--- config.mk ---
export PLATFORM = sky130hd
export DESIGN_NAME = key_event
export DESIGN_NICKNAME = d
export VERILOG_FILES = /design/src/rtl/key_event_pkg.sv /design/src/rtl/key_event_timer.sv /design/src/rtl/key_event.sv
export SDC_FILE = /design/constraint.sdc
export NUM_CORES = 1
export LEC_CHECK = 0
export BUFFER_PORTS_ARGS = -buffer_cell sky130_fd_sc_hd__buf_2
export CAP_MARGIN = 20
export CELL_PAD_IN_SITES_DETAIL_PLACEMENT = 2
export CELL_PAD_IN_SITES_GLOBAL_PLACEMENT = 2
export CORE_ASPECT_RATIO = 1.1
export CORE_UTILIZATION = 34
export DETAILED_ROUTE_END_ITERATION = 10
export MAX_ROUTING_LAYER = met4
export PLACE_DENSITY_LB_ADDON = 0.12
export SETUP_SLACK_MARGIN = 0.05
export SYNTH_ARGS = -nofsm -noshare
export SYNTH_HDL_FRONTEND = slang
export SYNTH_HIERARCHICAL = 1
export SYNTH_SLANG_ARGS = --single-unit
--- constraint.sdc ---
create_clock -name clk -period 1.96 [get_ports clk]
set_input_delay 0.392 -clock clk [delete_from_list [all_inputs] [get_ports clk]]
set_output_delay 0.392 -clock clk [all_outputs]
set_load 0.05 [all_outputs]
--- src/rtl/key_event_pkg.sv ---
// key_event_pkg: shared state encoding and event-vector bit positions for the key classifier
package key_event_pkg;
  typedef enum logic [2:0] {
    IDLE  = 3'd0,
    DOWN1 = 3'd1,
    UP1   = 3'd2,
    DOWN2 = 3'd3,
    LONG  = 3'd4
  } state_t;
  localparam int EV_PRESS   = 0;
  localparam int EV_RELEASE = 1;
  localparam int EV_CLICK   = 2;
  localparam int EV_DBL     = 3;
  localparam int EV_LONG    = 4;
  localparam int EV_RPT     = 5;
  localparam int EV_W       = 6;
endpackage

--- src/rtl/key_event_timer.sv ---
// key_event_timer: saturating cycle counter with terminal compares for hold, gap and repeat periods
module key_event_timer #(
  parameter int LONG_CYC   = 16,
  parameter int DBL_GAP    = 12,
  parameter int REPEAT_CYC = 8,
  parameter int CNT_W      = 5
) (
  input  logic clk,
  input  logic rst,
  input  logic clr,
  output logic long_end,
  output logic dbl_end,
  output logic rpt_end
);
  logic [CNT_W-1:0] cnt;
  // count up from the last clear, holding at all-ones instead of wrapping
  always_ff @(posedge clk or posedge rst)
    if (rst) cnt <= '0;
    else cnt <= clr ? '0 : cnt + CNT_W'(~&cnt);
  assign long_end = cnt == CNT_W'(LONG_CYC - 1);
  assign dbl_end  = cnt == CNT_W'(DBL_GAP - 1);
  assign rpt_end  = (REPEAT_CYC != 0) && (cnt == CNT_W'(REPEAT_CYC - 1));
endmodule

--- src/rtl/key_event.sv ---
// key_event: classifies a clean key level into press/release/click/double/long/repeat pulses
module key_event
  import key_event_pkg::*;
#(
  parameter int LONG_CYC   = 16,
  parameter int DBL_GAP    = 12,
  parameter int REPEAT_CYC = 8,
  parameter int CNT_W      = 5
) (
  input  logic clk,
  input  logic rst,
  input  logic en,
  input  logic din,
  output logic press,
  output logic rel,
  output logic click,
  output logic dbl,
  output logic long_press,
  output logic rpt,
  output logic busy
);
  if ((1 << CNT_W) < LONG_CYC || (1 << CNT_W) < DBL_GAP || (1 << CNT_W) < REPEAT_CYC ||
      LONG_CYC < 2 || DBL_GAP < 1) begin : g_bad_params
    $error("key_event: illegal LONG_CYC/DBL_GAP/REPEAT_CYC/CNT_W combination");
  end
  state_t state, state_n;
  logic [EV_W-1:0] ev, ev_n;
  logic hold, clr, long_end, dbl_end, rpt_end;
  // a rpt pulse restarts the repeat period without leaving LONG; disable also zeroes the count
  assign clr = (state_n != state) || ev_n[EV_RPT] || !en;
  key_event_timer #(
    .LONG_CYC(LONG_CYC), .DBL_GAP(DBL_GAP), .REPEAT_CYC(REPEAT_CYC), .CNT_W(CNT_W)
  ) u_timer (
    .clk(clk), .rst(rst), .clr(clr),
    .long_end(long_end), .dbl_end(dbl_end), .rpt_end(rpt_end)
  );
  // next state: a din change always beats counter expiry; hold blocks a key still down from a disable
  always_comb begin
    state_n = IDLE;
    case (state)
      IDLE:    state_n = din && !hold ? DOWN1 : IDLE;
      DOWN1:   state_n = !din ? UP1 : long_end ? LONG : DOWN1;
      UP1:     state_n = din ? DOWN2 : dbl_end ? IDLE : UP1;
      DOWN2:   state_n = !din ? IDLE : long_end ? LONG : DOWN2;
      LONG:    state_n = !din ? IDLE : LONG;
      default: state_n = IDLE;
    endcase
    if (!en) state_n = IDLE;
  end
  // pulses that accompany the transition taken on this edge
  always_comb begin
    ev_n = '0;
    if (en)
      case (state)
        IDLE:    ev_n[EV_PRESS] = din && !hold;
        DOWN1, DOWN2: begin
          ev_n[EV_RELEASE] = !din;
          ev_n[EV_LONG]    = din && long_end;
        end
        UP1: begin
          ev_n[EV_PRESS] = din;
          ev_n[EV_DBL]   = din;
          ev_n[EV_CLICK] = !din && dbl_end;
        end
        LONG: begin
          ev_n[EV_RELEASE] = !din;
          ev_n[EV_RPT]     = din && rpt_end;
        end
        default: ev_n = '0;
      endcase
  end
  // state, pulse and busy registers; hold remembers a key that was down while disabled
  always_ff @(posedge clk or posedge rst)
    if (rst) begin
      state <= IDLE;
      ev    <= '0;
      busy  <= 1'b0;
      hold  <= 1'b0;
    end else begin
      state <= state_n;
      ev    <= ev_n;
      busy  <= state_n != IDLE;
      hold  <= en ? hold && din : din;
    end
  assign press      = ev[EV_PRESS];
  assign rel        = ev[EV_RELEASE];
  assign click      = ev[EV_CLICK];
  assign dbl        = ev[EV_DBL];
  assign long_press = ev[EV_LONG];
  assign rpt        = ev[EV_RPT];
endmodule
Yosys cells after proc, flatten, opt, wreduce, memory -nomap -nowiden

Index checks and enable logic that the tools add are counted.

Register bits after elaboration: 16
Bits in read-only memories: 0
Memories kept: 0
Logic and storage cells: 48
Input bits: 4
Output and inout port bits: 7
Memory bits (writable): 0
Bits in latches: 0

Muxes and demuxes: 18
Bitwise operators: 0
Equality and inequality tests: 8
Shift operators: 0
$mul: 0
Reduce and logical (&&, ||, !) cells: 16
Add/sub/neg operators: 1
$lt $le $gt $ge: 0
Divide/modulo/power cells: 0

Operators with widths:

| cell                                                            | count |
|---|---|
| 3-bit two-way mux                                               | 6 |
| 3-bit case mux with 5 select lines                              | 1 |
| 5-bit by 4-bit == test with 1-bit output, second input constant | 2 |
| 3-bit by 2-bit == test with 1-bit output, second input constant | 2 |
| 2-bit two-way mux                                               | 3 |
| 6-bit two-way mux                                               | 1 |
| 5-bit by 1-bit adder with 5-bit output                          | 1 |
| 5-bit by 3-bit == test with 1-bit output, second input constant | 1 |
| 1-bit logical AND                                               | 5 |
| 1-bit two-way mux                                               | 5 |
| 5-bit two-way mux                                               | 1 |
| 5-bit AND reduction                                             | 1 |
| 1-bit logical NOT                                               | 4 |
| 3-bit by 1-bit == test with 1-bit output, second input constant | 1 |
| 3-bit == test, second input constant                            | 1 |
| 3-bit logical NOT                                               | 1 |
| 3-bit != test                                                   | 1 |
| 3-bit nonzero test                                              | 1 |
| 3-bit OR reduction                                              | 1 |
| 1-bit logical OR                                                | 2 |
| 1-bit case mux with 2 select lines                              | 1 |
| 2-bit OR reduction                                              | 1 |

Logic depth before layout (Yosys ltp)

Gate-level depths: netlist (run 1).

Depth in word-level cells: 9
Depth in mapped cells: 8
Depth with buffers taken out: 8

Hierarchy

The synthesis (run 1) kept the hierarchy.

By module, submodules not included:

| module          | instances | seq. area each (um^2) | area an instance (um^2) | cells an instance |
|---|---|---|---|---|
| key_event       | 1         | 275.3                 | 510.5                   | 51 |
| key_event_timer | 1         | 125.1                 | 274.0                   | 28 |

Least setup slack after synthesis (run 1)

No wires, ideal clock.

Path type: register to register
From: register u_timer.cnt[4]
To: register u_timer.cnt[4]
Slack: 0.198 ns
Stages on the path, launching flop included: 9
Setup time: 0.127 ns
Period minus slack after synthesis: 1.762 ns
Arrival: 1.634 ns
Buffers on the path: 0
Required time: 1.833 ns
Cell sequence: dfrtp_1 nand2b_1 nor3_1 nor2b_1 o22ai_1 a21bo_2 nand4_1 nor2b_1 mux2_1

Longest elaborated chain between the ends: 9
Elaborated cells on any way between the ends: 21
Those cells by class: add/sub (1); eq/ne (4); mux (11); reduce/logical (5)

Ends and longest elaborated chain:

| element                                  | line                  | RTL |
|---|---|---|
| from (decl)                              | key_event_timer.sv:15 | `logic [CNT_W-1:0] cnt;` |
| from (signal assigned)                   | key_event_timer.sv:19 | `else cnt <= clr ? '0 : cnt + CNT_W'(~&cnt);` |
| 5-bit by 4-bit == test with 1-bit output | key_event_timer.sv:21 | `assign dbl_end = cnt == CNT_W'(DBL_GAP - 1);` |
| named net dbl_end                        | key_event.sv:28       | `logic hold, clr, long_end, dbl_end, rpt_end;` |
| 2-bit two-way mux (2 in a row)           | key_event.sv:43       | `UP1: state_n = din ? DOWN2 : dbl_end ? IDLE : UP1;` |
| 3-bit case mux with 5 select lines       | key_event.sv:40       | `case (state)` |
| 3-bit two-way mux                        | key_event.sv:48       | `if (!en) state_n = IDLE;` |
| 3-bit != test                            | key_event.sv:30       | `assign clr = (state_n != state) \|\| ev_n[EV_RPT] \|\| !en;` |
| 1-bit logical OR (2 in a row)            | key_event.sv:30       |  |
| named net clr                            | key_event.sv:28       |  |
| 5-bit two-way mux                        | key_event_timer.sv:19 |  |

The timed path passes the listed nets, and every way through them passes these cells.

Worst setup path after layout (run 1)

Same ends and word-level chain as after synthesis.

==> results by group, run 1 <==
Outcome
  – Status: finished clean

Worst setup path
  – Worst EP required: 2.15 ns
  – Crit-path leading delay family: simple AND/OR/NAND/NOR gates
  – CP max FO: 5
  – Critical Path AT: ~2.1 ns
  – Startpoint Class: flip-flop
  – Worst Setup End Kind: flip-flop
  – Worst stage delay on the critical path: between 0.4 and 0.5 ns
  – Critical path class: reg2reg
  – Cells along the critical path: nand2b_4, nor3_4, nor2b_4, o22ai_4, a21bo_2, nand4_1, nor2b_1, mux2_4
  – Buf+Inv Stages, Crit Path: 0
  – Worst path slowest cell: dfrtp_1

Layout
  – Multi-input logic area: roughly 410 um2
  – Total Nets Final: 112
  – Seq. cell area: around 400 um2
  – Antenna cell count: 0
  – Commonest non-fill, non-tap cells in the layout: dfrtp_1 (15), buf_4 (13), buf_2 (10), nor2_1 (9), inv_1 (7)
  – Layout cells sized above 1: 0.419
  – Most common cell after layout, fill and taps aside: dfrtp_1
  – Layout area overhead: 36.4%
  – Filler instances: between 200 and 250
  – Fin area: around 0.0011 mm2

Clock network
  – Maximum root-to-sink buffer count: 2
  – H-tree levels: 1
  – Worst-skew pair later-pin latency: around 0.30 ns
  – CTS tree: done
  – CTS root buf: clkbuf_4
  – CTS clk-pin slew, worst paths: roughly 0.10 ns
  – Sink Count: 16
  – CTS buffer count: 3

Flow run
  – Max-cap violations: 0

GRT
  – First-pass GRT wire length: 3.31 mm
  – Antenna violations before repair: 0
  – Overflow after GRT: 0
  – Number of global-route vias before repair: 748
  – GRT Total Usage: 0.197
  – Pin count of the biggest net entering global routing: 12

Die
  – DIE WIDTH: 47.8 um
  – Die area: 0.00250 mm2
  – Die Ht: approximately 52 um
  – Initial Util: 0.376
  – Cell row count: 17
  – IO Pins: 11
  – Core area: between 0.002 and 0.0025 mm2

Drt
  – First-pass detailed-route iteration total: 4
  – DRC viols: 0
  – Drt total wl: roughly 2.5 mm
  – Routed vias: 685
  – DR WL/cell: 18.6 um
  – Via/cell ratio: between 5 and 6
  – Drt first-iter violations: 5
  – Antenna-violating nets left: 0

Synth
  – Cells after Synth: 79
  – Synth Cell Area: 785 um2
  – Post-synth EDFFs: 0
  – Synth warn: 6
  – Post-Syn Area per Cell: approximately 10 um2
  – Largest cells by area after synthesis: dfrtp_1 (51%), nor2_1 (5.3%), nor2b_1 (4.0%)
  – Prevailing post-synth register cell: dfrtp_1
  – Share of synthesized flip-flops with an asynchronous set or reset: 1.00
  – Post-synth cell types: 32
  – Leading area contributor after synthesis: dfrtp_1
  – Sequential area share after synthesis: 0.510
  – Seq cells post-synth: 16
  – Yosys top cell area share: 0.510
  – Post-synthesis net count: 85

STA
  – Slew of the pin with the lowest slew margin: around 0.47 ns
  – Layout Skew: roughly 0.0048 ns
  – Final-report hold violation count: 0
  – Final Critical Period: a little under 2 ns
  – Fmax achieved: 517 MHz
  – Period utilization: 0.987
  – Relative slew slack: 0.688
  – RSZ-0062 raised after global routing: yes
  – Final setup fails: 0
  – Max Slew Vio Count: 0

Pwr
  – PD cells: 640 mW/mm2
  – LEAKAGE: roughly 0.53 nW
  – Worst vdd ir: 0.457 mV
  – Power Total: between 0.0006 and 0.0007 W

Placed design
  – Port Buffers: 10
  – Placement Cell Area: a little over 900 um2
  – RD Place Congestion: 0.765
  – Post-DP HPWL: between 1 and 1.5 mm

Worst hold path
  – Worst Hold Class: in2reg
==> worst register-to-register path: cells and delay by family, from the launching register on <==
| family | cells | cell delay, ns |
|---|---|---|
| simple gates | 5 | 0.87 |
| flops | 1 | 0.42 |
| compound gates | 2 | 0.28 |
| mux | 1 | 0.26 |
==> worst paths after layout <==
path | slack (ns) | cells past startpoint | end | from
max | 0.03 | 8 | u_timer/cnt[4]$_DFF_PP0_ | u_timer/cnt[4]$_DFF_PP0_
min | 0.40 | 3 | ev[3]$_DFF_PP0_ | en
max reg2reg | 0.03 | 8 | u_timer/cnt[4]$_DFF_PP0_ | u_timer/cnt[4]$_DFF_PP0_
min reg2reg | 0.59 | 2 | hold$_DFF_PP0_ | hold$_DFF_PP0_
max in group asynchronous | 1.03 | 3 | ev[2]$_DFF_PP0_ | rst
min in group asynchronous | 0.55 | 3 | u_timer/cnt[4]$_DFF_PP0_ | rst
==> cells in the mapped netlist (2+ instances only) <==
cell,count
nor2_1,11
nor3_1,3
inv_1,7
xnor2_1,2
nand2b_1,2
nor2b_1,5
nand3_1,3
a21oi_1,2
ha_1,2
nand2_1,5
dfrtp_1,16
==> layer usage <==
metal	part of all wire	track usage	wire length, um	up-vias
met5	0	-	0	-
met4	0.029	0.0926	71	0
met3	0.028	0.0207	69	6
met2	0.56	0.351	1370	13
met1	0.39	0.207	956	351
li1	-	-	-	315
==> state kept, by name (all words and copies together), names as in the netlist <==
name	count
busy	1
state	3
hold	1
ev	6
u_timer/cnt	5
==> repair_timing <==
item,CTS,global route
pin swaps,0,9
endpoints found under the setup margin,2,5
buffers inserted,0,5
hold endpoints to repair,2,0
gates resized for setup,1,14
hold buffers,1,0
==> report_power, final <==
part	switching (W)	leakage, nW	internal (W)	total, W
Clock	0.000113	0.0210	0.000113	0.000227
Combinational	0.0000630	0.291	0.0000400	0.000103
Sequential	0.0000128	0.216	0.000342	0.000355
==> through the flow <==
step                      setup WS (ns)  instances  hold slack [ns]   util  setup TNS [ns]
after floorplan                   0.198         79            0.171      -               0
after global placement           0.0480        123            0.314  0.440               0
after detailed placement         0.0185        123            0.318  0.440               0
after CTS                        0.0580        128            0.404  0.465               0
after global routing            -0.0809        133            0.403  0.513          -0.334
final                            0.0257        133            0.399  0.513               0
==> cells by family (layout without fill, tap and decap cells) <==
logic type,after synthesis,in the layout,share of synthesized area
AOI/OAI and AO/OA,12,12,0.115
xor gates and xnor gates,2,2,0.0223
adders and majority gates,2,2,0.0319
buffers and inverters,10,36,0.0558
DFF,16,16,0.510
muxes,2,2,0.0335
and+or+nand+nor,35,35,0.231
==> layout make-up <==
class,instances,share of cell area
well taps,28,0.0327
flip-flops and latches,16,0.375
inverters,8,0.0304
repair buffers,24,0.147
multi-input cells,53,0.380
clock buffers,4,0.0339
Note: power is estimated with default switching activity, not from simulation.
==> run 2: changes to the inputs <==
--- a/config.mk
+++ b/config.mk
@@ -10,7 +10,8 @@
 export CELL_PAD_IN_SITES_DETAIL_PLACEMENT = 2
 export CELL_PAD_IN_SITES_GLOBAL_PLACEMENT = 2
 export CORE_ASPECT_RATIO = 1.1
-export CORE_UTILIZATION = 34
+export CORE_UTILIZATION = 36
+export CTS_BUF_LIST = sky130_fd_sc_hd__clkbuf_4 sky130_fd_sc_hd__clkbuf_8
 export DETAILED_ROUTE_END_ITERATION = 10
 export MAX_ROUTING_LAYER = met4
 export PLACE_DENSITY_LB_ADDON = 0.12
==> run 2 against run 1 <==
Compared with the run above: worst setup slack better by 0.10 ns; fmax is 5.5% higher; first-iteration DRC count is 60% lower; register-to-register slack better by 0.10 ns; power is 9.2% lower; critical endpoint unchanged; largest cell class is now flip-flops and latches.
==> results by group, run 2 (same netlist as run 1, synthesis figures left out) <==
Drt
  – Uppermost layer routed: met4
  – Met3 Routed Length: around 40 um
  – DR WL/cell: between 15 and 20 um
  – Routed vias: approximately 660
  – Drt first-iter violations: 2
  – First-pass detailed-route iteration total: 2
  – DRC viols: 0
  – Via/cell ratio: 5.03
  – Antenna-violating nets left: 0
  – WL met2: between 1 and 1.5 mm
  – Drt total wl: approximately 2.3 mm
  – M1 WL: 883 um

Clock network
  – CTS root buf: clkbuf_4
  – Worst-skew pair later-pin latency: 0.28 ns
  – Maximum root-to-sink buffer count: 2
  – CTS tree: done
  – Post-CTS Hold Fix Bufs: 0
  – Sink Count: 16
  – CTS clk-pin slew, worst paths: ~0.09 ns
  – H-tree levels: 1
  – CTS buffer count: 3

Outcome
  – Status: finished clean

Layout
  – Fin area: between 0.001 and 0.0015 mm2
  – Number of flip-flops in the largest register: 6
  – Layout cells sized above 1: 0.398
  – Reg with most FFs: ev
  – Layout area overhead: 31.4%
  – Antenna cell count: 0
  – Finished Layout Cells: about 130
  – Commonest non-fill, non-tap cells in the layout: dfrtp_1 (15), buf_4 (13), nor2_1 (10), buf_2 (10), inv_1 (7)
  – Top flop regs: ev (6), u_timer/cnt (5), state (3)
  – Total Nets Final: approximately 110
  – Most common cell after layout, fill and taps aside: dfrtp_1

Placed design
  – DP Cell Count: between 100 and 150
  – RD Place Congestion: about 0.76
  – Placement Cell Area: 925 um2
  – Place WS: -0.0159 ns
  – Port Buffers: 10
  – Post-DP HPWL: approximately 1.6 mm

Die
  – Initial Util: 0.388
  – Cell row count: 17
  – Die area: ~0.0024 mm2
  – Die Ht: 51.0 um
  – DIE WIDTH: approximately 47 um
  – IO Pins: 11
  – Core area: slightly above 0.002 mm2

STA
  – Worst setup margin: about 0.13 ns
  – Layout Skew: 0.00235 ns
  – Slew of the pin with the lowest slew margin: 0.423 ns
  – Max Slew Vio Count: 0
  – Fmax achieved: 545 MHz
  – Final setup fails: 0
  – Period utilization: 0.936
  – Final Critical Period: around 1.8 ns
  – Final-report hold violation count: 0
  – Relative slew slack: 0.718

Worst setup path
  – R2R Path Start: u_timer/cnt[1]$_DFF_PP0_
  – Critical R2R Capture: u_timer/cnt[4]$_DFF_PP0_
  – Worst Setup End Kind: flip-flop
  – Worst EP required: about 2.1 ns
  – Critical path class: reg2reg
  – R2R depth: 8
  – Startpoint Class: flip-flop
  – Flop2flop setup slack: ~0.13 ns
  – CP max FO: 5
  – Critical Path AT: roughly 2.0 ns

GRT
  – GRT Total Usage: 0.209
  – Antenna violations before repair: 0
  – Pin count of the biggest net entering global routing: 12
  – First-pass GRT wire length: about 3.3 mm
  – Overflow after GRT: 0
  – Number of global-route vias before repair: between 700 and 800

Pwr
  – Clk network pwr share: 0.270
  – Switch share: 0.272
  – Switching power: 0.000169 W
  – Worst vdd ir: around 0.32 mV
  – Part of the power in registers: 0.567
  – PD cells: 603 mW/mm2
  – LEAKAGE: between 0.5 and 0.6 nW
  – Gate power share: 0.163
  – Internal power: ~0.00045 W

Flow run
  – Max-cap violations: 0

Worst hold path
  – Worst Hold Class: in2async
-- run 2: how the worst max path moves through the flow --
stage / startpoint / to / slack, ns
finish: u_timer/cnt[1]$_DFF_PP0_ / u_timer/cnt[4]$_DFF_PP0_ / 0.13
global route: u_timer/cnt[1]$_DFF_PP0_ / u_timer/cnt[3]$_DFF_PP0_ / -0.02
CTS: u_timer/cnt[4]$_DFF_PP0_ / u_timer/cnt[4]$_DFF_PP0_ / 0.07
detailed placement: u_timer/cnt[4]$_DFF_PP0_ / u_timer/cnt[4]$_DFF_PP0_ / -0.02
global placement: u_timer/cnt[4]$_DFF_PP0_ / u_timer/cnt[4]$_DFF_PP0_ / 0.05
floorplan: u_timer/cnt[4]$_DFF_PP0_ / u_timer/cnt[4]$_DFF_PP0_ / 0.20
-- run 2: layer usage --
layer  vias up  track usage
met5         -            -
li1        313            -
met1       337        0.222
met3         2       0.0459
met4         0       0.0931
met2         7        0.356
-- run 2: cell type report --
type	count	area (um2)
clock buffers	3	22.5
fillers	221	990
inverters	8	31.3
multi-input cells	53	393
flip-flops and latches	16	402
well taps	28	35.0
repair buffers	23	148
-- run 2: timing repair --
item | 4_1_cts | 5_1_grt
setup endpoints to repair | 2 | 5
hold endpoints to repair | 0 | 0
buffers inserted | 1 | 3
resized for setup | 1 | 10
pin swaps | 0 | 5
-- run 2: metrics by stage --
step	setup TNS (ns)	utilization	power [W]	hold slack, ns
detailed placement	-0.0159	0.458	0.000451	0.317
global placement	0	0.458	0.000447	0.313
finish	0	0.510	0.000621	0.0171
global route	-0.0338	0.510	0.000652	0.0187
CTS	0	0.475	0.000620	0.00619
floorplan	0	-	0.000416	0.171
-- run 2: power by group through the flow --
stage	sequential [W]	combinational, W	clock (W)
3_3_place_gp	0.000357	0.0000897	0
6_report	0.000352	0.000101	0.000167
2_1_floorplan	0.000369	0.0000463	0
3_5_place_dp	0.000358	0.0000929	0
4_1_cts	0.000352	0.0000936	0.000175
5_1_grt	0.000355	0.000111	0.000186
-- run 2: worst max-delay path, cell delays in order (launching register included) --
cell and delay (ns):
dfrtp_1 0.42, nand3_2 0.13, nor2_2 0.20, nand2_1 0.11, nor2_1 0.15, a21boi_0 0.14
nand4_1 0.23, nor2b_1 0.08, mux2_4 0.26
